<file path="config.mk">
export PLATFORM = sky130hd
export DESIGN_NAME = fifo_rd_prefetch
export DESIGN_NICKNAME = d
export VERILOG_FILES = /design/src/rtl/fifo_rd_prefetch.sv
export SDC_FILE = /design/constraint.sdc
export NUM_CORES = 1
export LEC_CHECK = 0
export CAP_MARGIN = 40
export CORE_MARGIN = 5
export CORE_UTILIZATION = 25
export DETAILED_ROUTE_END_ITERATION = 12
export PLACE_DENSITY = 0.49
export SYNTH_ARGS = -nofsm -noshare
export SYNTH_HDL_FRONTEND = slang
export SYNTH_SLANG_ARGS = --single-unit
</file>
<file path="constraint.sdc">
create_clock -name rclk -period 4.6 [get_ports rclk]
set_input_delay 0.92 -clock rclk [delete_from_list [all_inputs] [get_ports rclk]]
set_output_delay 0.92 -clock rclk [all_outputs]
set_load 0.03 [all_outputs]
</file>
<file path="src/rtl/fifo_rd_prefetch.sv">
// Read-side pointer control and 2-entry output prefetch buffer for the async FIFO.
// Define FIFO_RD_GRAY_EN when the pointers cross a clock boundary in Gray code.
module fifo_rd_prefetch #(
   parameter int DW = 18,
   parameter int AW = 7
) (
   input  logic          rclk,
   input  logic          rrst_n,
   input  logic [AW:0]   wr_ptr_in,
   output logic [AW:0]   rd_ptr_out,
   output logic [AW-1:0] rd_addr,
   input  logic [DW-1:0] rd_data,
   output logic          m_valid,
   input  logic          m_ready,
   output logic [DW-1:0] m_data,
   output logic          idle
);

   logic [AW:0]   rd_ptr;
   logic [AW:0]   wr_bin;
   logic [AW:0]   ptr_enc;
   logic          inflight;
   logic [1:0]    cnt;
   logic          head;
   logic          wr_idx;
   logic [DW-1:0] buf_q [2];
   logic          empty;
   logic          pop;
   logic          issue;
   logic [1:0]    occ_next;

`ifdef FIFO_RD_GRAY_EN
   always_comb begin
      wr_bin = '0;
      for (int i = 0; i <= AW; i++) begin
         wr_bin[i] = ^(wr_ptr_in >> i);
      end
   end

   assign ptr_enc = rd_ptr ^ (rd_ptr >> 1);
`else
   assign wr_bin  = wr_ptr_in;
   assign ptr_enc = rd_ptr;
`endif

   assign empty = (rd_ptr == wr_bin);
   assign pop   = m_valid & m_ready;

   // Words held or arriving after this edge; the in-flight word is always captured next edge.
   assign occ_next = cnt + 2'(inflight) - 2'(pop);
   assign issue    = !empty && (occ_next < 2'd2);

   // Tail slot is head offset by cnt, modulo the two entries.
   assign wr_idx = head ^ cnt[0];

   assign rd_addr = rd_ptr[AW-1:0];
   assign m_valid = (cnt != 2'd0);
   assign m_data  = buf_q[head];
   assign idle    = empty && !inflight && (cnt == 2'd0);

   always_ff @(posedge rclk or negedge rrst_n) begin
      if (!rrst_n) begin
         rd_ptr     <= '0;
         rd_ptr_out <= '0;
         inflight   <= 1'b0;
      end else begin
         if (issue) begin
            rd_ptr <= rd_ptr + (AW+1)'(1);
         end
         inflight   <= issue;
         rd_ptr_out <= ptr_enc;
      end
   end

   // NOTE: the two buffer words are reset too, so m_data reads 0 out of reset
   // rather than stale data; a deeper RAM-style buffer would not be reset.
   always_ff @(posedge rclk or negedge rrst_n) begin
      if (!rrst_n) begin
         buf_q[0] <= '0;
         buf_q[1] <= '0;
         head     <= 1'b0;
         cnt      <= 2'd0;
      end else begin
         if (inflight) begin
            buf_q[wr_idx] <= rd_data;
         end
         if (pop) begin
            head <= ~head;
         end
         cnt <= occ_next;
      end
   end

   a_no_overflow : assert property (@(posedge rclk) disable iff (!rrst_n)
      !(inflight && (cnt == 2'd2)));

endmodule

</file>
==> results.md <==
- Post-Layout Cell Count: 360
- Drt drc: 0
- Clock share of power: 0.094
- Full die area: 11800 um2
- # diodes: 0
- Post-layout util: 0.341
- Worst slew margin: 0.513
- Leak: 1.34 nW
- CTS buffer count: 5
- Sequential share of the synthesized area: 0.576
- Fin Setup TNS: 0 ns
- DIE WIDTH: 109 um
- CTS Root Cell: clkbuf_8
- Psw: 1.15 mW
- Pre-CTS setup slack: 0.704 ns
- R2r worst-path depth: 9
- Total Wirelength: 4980 um
- Comb pwr share: 0.585
- FP Rows: 36
- RePlAce Congestion: 0.639
- Ys async rst share: 1.00
- Cell accounting for the most synthesized area: dfrtp_1
- Worst setup path category: input port to primary output
- Clock tree sinks: 56
- Part of the power in registers: 0.321
- Yosys warns: 0
- Syn-to-layout area delta: 35.2%
- Setup crit end: idle
- Via count: 1475
- Initial Util: 0.252
- Syn_area_per_cell: 14.8 um2
- Crit. Startpoint: wr_ptr_in[7]
- CP arrival: 2.96 ns
- Required time worst endpoint: 3.68 ns
- PortBufs: 63
- Worst Hold Class: flop to flop
- Placed cell area: 3200 um2
- Die H: 109 um
- Vias in the first global route: 1706
- Register area: 1400 um2
- Crit. End Element: primary output
- Flops & latches, synth: 56
- Setup WS post-layout: 0.716 ns
- CTS tree: built
- Worst-Margin Slew: 0.731 ns
- Largest net degree at the start of global routing: 57
- First-pass GRT wire length: 8420 um
- Synth top area share: 0.576
- Maxcap violations: 0
- P_int: 1.71 mW
- Outcome: finished, final reports clean
- Deepest clock path buffer count: 2
- Max-slew violations: 0
- Worst-path clk slew: 0.10 ns
- DPL Wire Length: 3610 um
- PostCTS Resize Cnt: 0
- Tot GR Track Use: 0.0902
- # fillers: 1013
- Crit start category: input port
- Area occupied by multi-input gates: 947 um2
- Min Hold Slack: 0.480 ns
- Synth Instances: 164
- Final period utilization: 0.844
- RSZ-0062 raised after global routing: false
- Crit path max-delay family: buffers and inverters
- Worst path cell trace: clkdlybuf4s50_1 > xor2_1 > nor4_2 > nand2_1 > nor3_1 > clkdlybuf4s50_1
- R2R setup slack: 2.17 ns
- Drt pass-1 iters: 4
- Unique masters post-synth: 18
- R2r endpoint: ptr_enc[1]$_DFFE_PN0P_
- Tot Pwr: 2.86 mW
- Cell area power density: 869 nW/um2
- Final antenna-violating net count: 0
- CP peak stage delay: 0.71 ns
- Worst Skew: 0.00818 ns
- Top cells by area, synth: dfrtp_1 58%, mux2_2 25%, xor2_1 3.6%
- Mapped Nets: 196
- Sw Share: 0.401
- Placed insts: 352
- Slowest CP cell: clkdlybuf4s50_1
- # nets final: 258
- Most frequent cell after synthesis: dfrtp_1
- Hold_buf cts: 0
- Via density: 4.10
- Post-CTS setup buffer count: 0
- WP depth: 6
- Post-synth EDFFs: 0
- Worst-skew pair later-pin latency: 0.30 ns
- Wire per inst: 13.8 um
- Post-synthesis cell area: 2430 um2
- Endpoints failing hold: 0
- Crit path time final: 3.88 ns
- Ports: 64
- Design area: 3290 um2
- DRT iter0 DRCs: 13
- Most used DFF post-synth: dfrtp_1
- CP dominant cell by count: clkdlybuf4s50_1
- CP max FO: 2
- H-tree depth: 2
- Final setup violating endpoints: 0
- Fmax: 257 MHz
- Worst VDD drop: 317 uV
- CP Buf/Inv Count: 2
- Synth cell count leaders: 56 x dfrtp_1, 54 x mux2_2, 10 x xor2_1, 9 x xnor2_1, 7 x buf_4
- Crit Reg-Reg Startpoint: cnt[0]$_DFF_PN0_
- Ratio of cells with drive above 1 in the final layout: 0.313
- Initial antenna violation count: 0
- Core area: 9640 um2
- GRT overflow: 0
metal layers:
layer | track usage | wire length, um | vias to the layer above
li1 | - | - | 682
met5 | 0 | 0 | -
met1 | 0.114 | 2220 | 748
met2 | 0.148 | 2390 | 43
met3 | 0.0326 | 341 | 2
met4 | 0.0216 | 31 | 0
layout by cell type, fill, tap and decap left out, types with 2 or more instances in the layout:
master	n
xor2_1	10
nand2_1	3
mux2_2	54
ha_1	3
nand4_1	5
dfrtp_1	56
nor4_2	2
clkdlybuf4s50_1	62
buf_8	3
inv_1	2
clkbuf_8	5
xnor2_1	9
and3_1	2
how the worst min path moves through the flow:
stage	start	end	slack [ns]	depth (start not counted)
after floorplan	ptr_enc[7]$_DFFE_PN0P_	rd_ptr_out[7]$_DFF_PN0_	0.41	0
after global placement	ptr_enc[7]$_DFFE_PN0P_	rd_ptr_out[7]$_DFF_PN0_	0.47	0
after detailed placement	ptr_enc[7]$_DFFE_PN0P_	rd_ptr_out[7]$_DFF_PN0_	0.46	0
after CTS	ptr_enc[7]$_DFFE_PN0P_	rd_ptr_out[7]$_DFF_PN0_	0.49	0
after global routing	ptr_enc[7]$_DFFE_PN0P_	rd_ptr_out[7]$_DFF_PN0_	0.49	0
final	ptr_enc[7]$_DFFE_PN0P_	rd_ptr_out[7]$_DFF_PN0_	0.48	0
power groups by stage:
stage | combinational (mW) | sequential, mW | clock, mW
4_1_cts | 1.72 | 0.925 | 0.288
2_1_floorplan | 1.14 | 0.928 | 0
3_3_place_gp | 1.63 | 0.949 | 0
6_report | 1.67 | 0.916 | 0.269
3_5_place_dp | 1.71 | 0.936 | 0
5_1_grt | 1.80 | 0.958 | 0.303
worst reg2reg max path, delay by kind of cell, from the launching register on:
family	cells	cell delay [ns]
muxes	1	0.32
adders and majority gates	2	0.45
AOI/OAI and AO/OA	1	0.26
buffers and inverters	1	0.04
xor gates and xnor gates	2	0.32
DFF	1	0.42
and+or+nand+nor	2	0.51
sequential cells by signal, summed over array words and instances (netlist names):
register    count
ptr_enc         8
inflight        1
cnt             2
buf_q          36
head            1
rd_ptr_out      8
area by class of cell:
type / instances / area share
flip-flops and latches: 56 / 0.426
multi-input cells: 94 / 0.288
repair buffers: 67 / 0.206
well taps: 133 / 0.0506
clock buffers: 6 / 0.0221
clock inverters: 2 / 0.00494
inverters: 2 / 0.00228
kinds of logic after synthesis:
| logic type | synth area share |
|---|---|
| xor gates and xnor gates | 0.0684 |
| buffers and inverters | 0.0350 |
| DFF | 0.576 |
| adders and majority gates | 0.0154 |
| AOI/OAI and AO/OA | 0.00669 |
| and+or+nand+nor | 0.0427 |
| muxes | 0.256 |
(Power assumes the default switching activity.)
